## src/rtl/board_pkg.sv

```systemverilog
// Shared types and default cycle constants for the board reset / button conditioning logic.
package board_pkg;

  typedef enum logic [1:0] {
    POR_WAIT = 2'd0,
    RUN      = 2'd1,
    HOLD_RST = 2'd2
  } brst_state_t;

  // 25.125 MHz pixel clock: ~4.8 ms debounce, ~1 s hold and heartbeat half-period
  localparam int unsigned CLK25_DEBOUNCE_CYC = 120000;
  localparam int unsigned CLK25_POR_CYC      = 512;
  localparam int unsigned CLK25_HOLD_CYC     = 25200000;
  localparam int unsigned CLK25_HB_CYC       = 25200000;

  localparam int unsigned CLK50_DEBOUNCE_CYC = 240000;
  localparam int unsigned CLK50_POR_CYC      = 1024;
  localparam int unsigned CLK50_HOLD_CYC     = 50400000;
  localparam int unsigned CLK50_HB_CYC       = 50400000;

  function automatic int unsigned cnt_width(input int unsigned max_val);
    return (max_val < 1) ? 1 : $clog2(max_val + 1);
  endfunction

endpackage

```

## src/rtl/btn_debounce.sv

```systemverilog
// One button channel: 2-FF synchroniser, polarity normalisation, stability counter, edge pulses.
module btn_debounce
  import board_pkg::*;
#(
  parameter bit          ACT_LOW      = 1'b0,
  parameter int unsigned DEBOUNCE_CYC = CLK25_DEBOUNCE_CYC
) (
  input  logic clk,
  input  logic rst_n,
  input  logic btn_raw,
  output logic btn_level,
  output logic btn_press,
  output logic btn_release
);

  localparam int unsigned CW = cnt_width(DEBOUNCE_CYC);
  localparam logic [CW-1:0] CNT_MAX = CW'(DEBOUNCE_CYC - 1);

  logic          r_sync1;
  logic          r_sync2;
  logic [CW-1:0] r_cnt;
  logic          r_level;
  logic          r_press;
  logic          r_release;
  logic          w_btn_s;

  assign w_btn_s = r_sync2 ^ ACT_LOW;

  // Synchroniser resets to the idle pin level so release of reset never looks like a press
  always_ff @(posedge clk) begin
    if (!rst_n) begin
      r_sync1 <= ACT_LOW;
      r_sync2 <= ACT_LOW;
    end else begin
      r_sync1 <= btn_raw;
      r_sync2 <= r_sync1;
    end
  end

  always_ff @(posedge clk) begin
    if (!rst_n) begin
      r_cnt     <= '0;
      r_level   <= 1'b0;
      r_press   <= 1'b0;
      r_release <= 1'b0;
    end else begin
      r_press   <= 1'b0;
      r_release <= 1'b0;
      if (w_btn_s != r_level) begin
        if (r_cnt == CNT_MAX) begin
          r_cnt     <= '0;
          r_level   <= w_btn_s;
          r_press   <= w_btn_s;
          r_release <= ~w_btn_s;
        end else begin
          r_cnt <= r_cnt + CW'(1);
        end
      end else begin
        r_cnt <= '0;
      end
    end
  end

  assign btn_level   = r_level;
  assign btn_press   = r_press;
  assign btn_release = r_release;

endmodule

```

## src/rtl/board_reset_input_cond.sv

```systemverilog
// Board-level reset sequencer (PLL-lock gated power-on stretch, hold-to-reset) and N-channel button conditioner.
module board_reset_input_cond
  import board_pkg::*;
#(
  parameter int unsigned          N_BTN        = 4,
  parameter logic [N_BTN-1:0]     BTN_ACT_LOW  = 'b0001,
  parameter int unsigned          DEBOUNCE_CYC = CLK25_DEBOUNCE_CYC,
  parameter int unsigned          POR_CYC      = CLK25_POR_CYC,
  parameter int unsigned          HOLD_CYC     = CLK25_HOLD_CYC,
  parameter int unsigned          RST_BTN      = 0,
  parameter int unsigned          HB_CYC       = CLK25_HB_CYC
) (
  input  logic             clk,
  input  logic             rst_n,
  input  logic             pll_locked,
  input  logic [N_BTN-1:0] btn_raw,
  output logic [N_BTN-1:0] btn_level,
  output logic [N_BTN-1:0] btn_press,
  output logic [N_BTN-1:0] btn_release,
  output logic             sys_rst_n,
  output logic             long_press,
  output logic             heartbeat
);

  if (N_BTN < 1 || DEBOUNCE_CYC < 1 || POR_CYC < 1 || HOLD_CYC < 1 || HB_CYC < 1
      || RST_BTN >= N_BTN) begin : g_bad_param
    $error("board_reset_input_cond: illegal parameter set");
  end

  localparam int unsigned PW = cnt_width(POR_CYC);
  localparam int unsigned HW = cnt_width(HOLD_CYC);
  localparam int unsigned BW = cnt_width(HB_CYC);
  localparam logic [PW-1:0] POR_MAX  = PW'(POR_CYC - 1);
  localparam logic [HW-1:0] HOLD_MAX = HW'(HOLD_CYC - 1);
  localparam logic [BW-1:0] HB_MAX   = BW'(HB_CYC - 1);

  logic [N_BTN-1:0] w_btn_level;
  logic [N_BTN-1:0] w_btn_press;
  logic [N_BTN-1:0] w_btn_release;

  for (genvar g = 0; g < N_BTN; g++) begin : g_btn
    btn_debounce #(
      .ACT_LOW     (BTN_ACT_LOW[g]),
      .DEBOUNCE_CYC(DEBOUNCE_CYC)
    ) u_btn_debounce (
      .clk        (clk),
      .rst_n      (rst_n),
      .btn_raw    (btn_raw[g]),
      .btn_level  (w_btn_level[g]),
      .btn_press  (w_btn_press[g]),
      .btn_release(w_btn_release[g])
    );
  end

  brst_state_t   r_state;
  brst_state_t   w_next_state;
  logic          r_lock_s1;
  logic          r_lock_s2;
  logic [PW-1:0] r_cnt_por;
  logic [HW-1:0] r_hold_cnt;
  logic [BW-1:0] r_hb_cnt;
  logic          r_sys_rst_n;
  logic          r_long_press;
  logic          r_hb;
  logic          w_rst_btn;

  assign w_rst_btn = w_btn_level[RST_BTN];

  always_ff @(posedge clk) begin
    if (!rst_n) r_state <= POR_WAIT;
    else        r_state <= w_next_state;
  end

  // Lock loss is checked first in every state so it outranks the long-press path
  always_comb begin
    w_next_state = r_state;
    if (!r_lock_s2) begin
      w_next_state = POR_WAIT;
    end else begin
      case (r_state)
        POR_WAIT: if (r_cnt_por == POR_MAX)   w_next_state = RUN;
        RUN:      if (r_hold_cnt == HOLD_MAX) w_next_state = HOLD_RST;
        HOLD_RST: if (!w_rst_btn)             w_next_state = POR_WAIT;
        default:                              w_next_state = POR_WAIT;
      endcase
    end
  end

  always_ff @(posedge clk) begin
    if (!rst_n) begin
      r_lock_s1    <= 1'b0;
      r_lock_s2    <= 1'b0;
      r_cnt_por    <= '0;
      r_hold_cnt   <= '0;
      r_sys_rst_n  <= 1'b0;
      r_long_press <= 1'b0;
      r_hb_cnt     <= '0;
      r_hb         <= 1'b0;
    end else begin
      r_lock_s1 <= pll_locked;
      r_lock_s2 <= r_lock_s1;

      if (r_state == POR_WAIT && r_lock_s2 && r_cnt_por != POR_MAX) r_cnt_por <= r_cnt_por + PW'(1);
      else                                                          r_cnt_por <= '0;

      if (r_state == RUN && r_lock_s2 && w_rst_btn) begin
        if (r_hold_cnt != HOLD_MAX) r_hold_cnt <= r_hold_cnt + HW'(1);
      end else begin
        r_hold_cnt <= '0;
      end

      r_sys_rst_n  <= (r_state == RUN);
      r_long_press <= (r_state == HOLD_RST);

      if (!r_sys_rst_n) begin
        r_hb_cnt <= '0;
        r_hb     <= 1'b0;
      end else if (r_hb_cnt == HB_MAX) begin
        r_hb_cnt <= '0;
        r_hb     <= ~r_hb;
      end else begin
        r_hb_cnt <= r_hb_cnt + BW'(1);
      end
    end
  end

  assign btn_level   = w_btn_level;
  assign btn_press   = w_btn_press;
  assign btn_release = w_btn_release;
  assign sys_rst_n   = r_sys_rst_n;
  assign long_press  = r_long_press;
  assign heartbeat   = r_hb;

endmodule

```

## config.mk

```make
export PLATFORM = sky130hd
export DESIGN_NAME = board_reset_input_cond
export DESIGN_NICKNAME = d
export VERILOG_FILES = /design/src/rtl/board_pkg.sv /design/src/rtl/btn_debounce.sv /design/src/rtl/board_reset_input_cond.sv
export SDC_FILE = /design/constraint.sdc
export NUM_CORES = 1
export LEC_CHECK = 0
export BUFFER_PORTS_ARGS = -buffer_cell sky130_fd_sc_hd__buf_2
export CORE_ASPECT_RATIO = 1.1
export CORE_MARGIN = 2
export CORE_UTILIZATION = 50
export DETAILED_ROUTE_END_ITERATION = 6
export PLACE_DENSITY = 0.66
export SLEW_MARGIN = 30
export SYNTH_ARGS = -nofsm -noshare
export SYNTH_HDL_FRONTEND = slang
export SYNTH_SLANG_ARGS = --single-unit
```

## constraint.sdc

```tcl
create_clock -name clk -period 2.3 [get_ports clk]
set_input_delay 0.46 -clock clk [delete_from_list [all_inputs] [get_ports clk]]
set_output_delay 0.46 -clock clk [all_outputs]
set_load 0.05 [all_outputs]
```

# [Yosys cells after proc, flatten, opt, wreduce, memory -nomap -nowiden]
# Cells that the tools add are included.
[op_classes] n_addsub=7 eq_ne=18 mux=4 n_bitwise=11 n_reduce_logical=23
[ops] cell="adder 17 x 1 -> 17 bit (second input constant)" count=4
[ops] cell="== test 17 bit (second input constant)" count=4
[ops] cell="adder 25 x 1 -> 25 bit (second input constant)" count=2
[ops] cell="== test 25 bit (second input constant)" count=2
[ops] cell="!= test 25 bit (second input constant)" count=1
[ops] cell="AND reduction 2 bit" count=8
[ops] cell="AND reduction 3 bit" count=5
[ops] cell="OR reduction 3 bit" count=5
[ops] cell="NOT 1 bit" count=11
[ops] cell="adder 10 x 1 -> 10 bit (second input constant)" count=1
[ops] cell="== test 10 x 9 -> 1 bit (second input constant)" count=1
[ops] cell="!= test 10 x 9 -> 1 bit (second input constant)" count=1
[ops] cell="2-to-1 mux 2 bit" count=3
[ops] cell="!= test 2 bit (second input constant)" count=3
[ops] cell="case mux 2 bit (3 select lines)" count=1
[ops] cell="logical AND 1 bit" count=4
[ops] cell="!= test 1 bit" count=4
[ops] cell="== test 2 x 1 -> 1 bit (second input constant)" count=1
[ops] cell="== test 2 bit (second input constant)" count=1
[ops] cell="logical NOT 2 bit" count=1
[word_totals] regBits=155 in_bits=7

# [Depth between registers and ports, before layout]
[logic_depth] depth_word=4 ltp_mapped=7 ltp_nobuf=5

# [Modules after synthesis]
# A second synthesis with hierarchy kept.
[hier_totals] hier_cells=771 area_unflattened_um2=6839.1
[by_module_without_submodules] module="board_reset_input_cond" n_inst=1 cells_each=362 area_each_um2=3100.5
[by_module_without_submodules] module="btn_debounce at g_btn[1].u_btn_debounce ..." n_inst=2 cells_each=103 area_each_um2=935.9
[by_module_without_submodules] module="btn_debounce at g_btn[0].u_btn_debounce" n_inst=1 cells_each=100 area_each_um2=933.4
[by_module_without_submodules] module="btn_debounce at g_btn[3].u_btn_debounce" n_inst=1 cells_each=103 area_each_um2=933.4

# [Least setup slack after synthesis]
# No wires, ideal clock.
[synth_timing] kind="register to register" startpoint="reg r_hold_cnt[0]" endpoint="reg r_hold_cnt[7]" arrival_ps=1794 required_time_ps=2179 path_slack_ps=385 path_stages_with_launch=6 n_path_buf=0 synth_period_minus_slack_ps=1915 cell_sequence="dfxtp_1 ha_1 nand3_1 nor4_2 a211oi_1 mux2_2"
[synth_via] elab_chain_len=1 elab_cells_between_ends=2 classes_between="add/sub (1); eq/ne (1)"
[synth_lines] item="start, declared" line="board_reset_input_cond.sv:60" source="logic [HW-1:0] r_hold_cnt;"
[synth_lines] item="start signal, assigned" line="board_reset_input_cond.sv:107" source="if (r_hold_cnt != HOLD_MAX) r_hold_cnt <= r_hold_cnt + HW'(1);"
[synth_lines] item="adder 25 x 1 -> 25 bit or != test 25 bit (tied branches)" line="board_reset_input_cond.sv:107"
# Parallel ways exist; a longest one is shown, timed or not.
# A chain may end at the register's enable or synchronous reset.

# [Final worst setup path]
[layout_timing] startpoint="reg r_hb_cnt[0]" endpoint="reg r_hb_cnt[24]"
[layout_via] elab_chain_len=2 elab_cells_between_ends=3 classes_between="add/sub (1); eq/ne (1); reduce/logical (1)"
[layout_lines] item="start, declared" line="board_reset_input_cond.sv:61" source="logic [BW-1:0] r_hb_cnt;"
[layout_lines] item="start signal, assigned" line="board_reset_input_cond.sv:122" source="r_hb_cnt <= r_hb_cnt + BW'(1);"
[layout_lines] item="branches (longest 2 deep; another with adder 25 x 1 -> 25 bit)"
# Several ways; the timed one is not identified.

==> metrics <==
status=completed; vias in the first global route=~5.1k; Chip Width=about 120 um; post-synth top area cell=dfxtp_1; CTS H-tree depth=4; Crit Path Class=register to register; # hold bufs at CTS=0; I/O Pins=22; final cell count without fillers=997; drt pass-1 iters=5; power density over the cells=about 740 mW/mm2; root buf cell=clkbuf_16; startpoint types=register; VDD IR-drop max=approximately 0.00044 V; pin count of the biggest net entering global routing=26; Synthesis Warnings=0; WHS=roughly 0.24 ns; worst-margin pin slew=roughly 0.53 ns; Post-Syn Instances=roughly 780; first-pass GRT wire length=around 22000 um; Post-Route WL=roughly 13000 um; Primary FF master, synth=dfxtp_1; Fmax=around 470 MHz; Area contributors post-synth=dfxtp_1 (45%), xnor2_1 (6.5%), nor2_1 (5.7%); clock skew=0.00637 ns; CP max stage cell=or4_4; clk_lat worst skew=~0.42 ns; post-layout minimum cycle time=approximately 2.1 ns; initial DRC count=329; Async S/R FF share, synth=0; share of cells above drive strength 1=0.0998; Final Hold Fails=0; clk slew on worst S/H paths=0.06 ns; hold crit path type=input port to register; Rows=44; Pwr Total=around 5.7 mW; max-slew violation count=0; Max-Cap Viols=0; Num Clock Sinks=about 160; EDFF count, synth=0; crit-path cells=ha_1, nand2_1, or4_4, or4b_1, a21oi_1; Yosys top cell area share=0.454; initial antenna violation count=0; register area share after synthesis=0.454; CTS buffer count=17; area taken by flip-flops and latches=0.00310 mm2; RePlAce Congestion=a little over 0.8; fin crit share=0.921; crit-path max FO=14; CTS tree=yes; final setup TNS=0 ns; Starting Density=0.515; CTS Buffer Depth=2; footprint of the multi-input gates=~0.0034 mm2; Slowest Stage Delay on Critical Path=roughly 0.63 ns; fill cell count=between 1k and 1.5k; Total GRT Usage=0.185; Post-CTS Setup Bufs=0; wire per inst=13.1 um; Critical Path RT=roughly 2.7 ns; Setup violations, final=0; CP Capture Type=register; Area growth, synth to finish=12.6%; DR vias=between 5k and 6k; #FFs+latches synth=approximately 160; leakage power=about 2.3 nW; syn avg cell area=8.72 um2; die area=between 0.01 and 0.015 mm2; # nets final=about 800; Final HPWL DP=a little under 9000 um; worst path arrival time=around 2.5 ns; vias per std cell=between 5 and 6; I/O Buffers=21; post-synthesis cell area=just under 0.007 mm2; post-cts resize count=0; core footprint=between 0.01 and 0.015 mm2; DRC=0; Yosys cell types=just under 60; Max transition margin=0.645; dpl cells=about 960; Die H=about 130 um; grt ovf=0; Syn Nets=about 800; remaining antenna violation count after routing=0; RSZ-0062 raised after global routing=no
-- layout by cell type (no fill, tap or decap), types with 18 or more instances in the layout --
cell type,synthesis,routed
or3_1,28,28
xor2_1,23,23
xnor2_1,51,51
buf_2,7,21
nor4_1,22,22
a21oi_1,41,41
nand2_1,49,49
dfxtp_1,155,155
nand4_1,25,25
nor2_1,104,104
nor3_1,18,18
nand3_1,48,48
o21ai_0,24,24
inv_1,29,29
-- cells in the mapped netlist (3+ instances only) --
cell type,number
nor2b_1,4
a21oi_1,41
nor4b_1,9
clkbuf_1,13
o21a_1,5
ha_1,7
nand4_1,25
buf_2,7
or2_2,4
buf_4,14
o31ai_1,11
and3_1,14
or4_4,3
mux2i_1,3
or4_1,16
xnor2_1,51
or3_1,28
nand2b_1,6
nand3_1,48
nor2_1,104
inv_1,29
nor4_1,22
and4_1,6
and2_1,10
dfxtp_1,155
nand2_1,49
xor2_1,23
o21ai_0,24
nor3_1,18
-- registers in the layout, summed over array words and instances, names as in the netlist, 2 cells and up --
register                          flops
g_btn.u_btn_debounce.btn_level        4
g_btn.u_btn_debounce.btn_press        4
g_btn.u_btn_debounce.btn_release      4
g_btn.u_btn_debounce.r_cnt           68
g_btn.u_btn_debounce.r_sync1          4
g_btn.u_btn_debounce.r_sync2          4
r_cnt_por                            10
r_hb_cnt                             25
r_hold_cnt                           25
r_state                               2
-- layer usage --
layer / vias to the layer above / global-route usage / share of wire
met3: 17 / 0.0425 / 0.035
met5: - / 0 / 0
met4: 0 / 0.0787 / 0.015
met2: 83 / 0.310 / 0.47
met1: 2532 / 0.228 / 0.48
li1: 2797 / - / -
-- path summary, 6_finish.rpt --
check,startpoint,end,slack [ns],cells after the start
min,btn_raw[2],g_btn[2].u_btn_debounce.r_sync1,0.24,2
max reg2reg,r_hb_cnt[0],r_hb_cnt[24],0.18,5
max,r_hb_cnt[0],r_hb_cnt[24],0.18,5
min reg2reg,g_btn[0].u_btn_debounce.r_sync1,g_btn[0].u_btn_debounce.r_sync2,0.41,1
-- critical path, delay by kind of cell (launching register included) --
family / cells / cell delay, ns
AOI/OAI and AO/OA: 1 / 0.15
adders and majority gates: 1 / 0.23
DFF: 1 / 0.39
and+or+nand+nor: 3 / 1.28
-- kinds of logic after synthesis --
kind of cell | count (synthesis) | synth area share
and+or+nand+nor | 378 | 0.295
DFF | 155 | 0.454
AOI/OAI and AO/OA | 101 | 0.0925
xor gates and xnor gates | 74 | 0.0949
buffers and inverters | 64 | 0.0442
adders and majority gates | 7 | 0.0128
muxes | 4 | 0.00605
-- layout make-up --
type,instances,share of cell area
Clock buffer,19,0.0589
Antenna cell,1,0.000325
Timing Repair Buffer,32,0.0244
Tap cell,184,0.0299
Clock inverter,13,0.0234
Inverter,29,0.0142
Multi-Input combinational cell,564,0.445
Sequential cell,155,0.404
-- report_power, final --
group | internal (mW) | switching [mW]
Combinational | 0.0162 | 0.0276
Sequential | 2.69 | 0.00595
Clock | 1.80 | 1.14
Total | 4.51 | 1.17
-- through the flow --
step / area, um2 / worst slack [ns] / utilization
after CTS: 7690 / 0.199 / 0.579
after global placement: 7050 / 0.252 / 0.532
final: 7690 / 0.183 / 0.580
after detailed placement: 7050 / 0.223 / 0.532
after global routing: 7690 / 0.0518 / 0.579
after floorplan: 6830 / 0.385 / -
No activity file was read; power rests on OpenSTA's default activity.
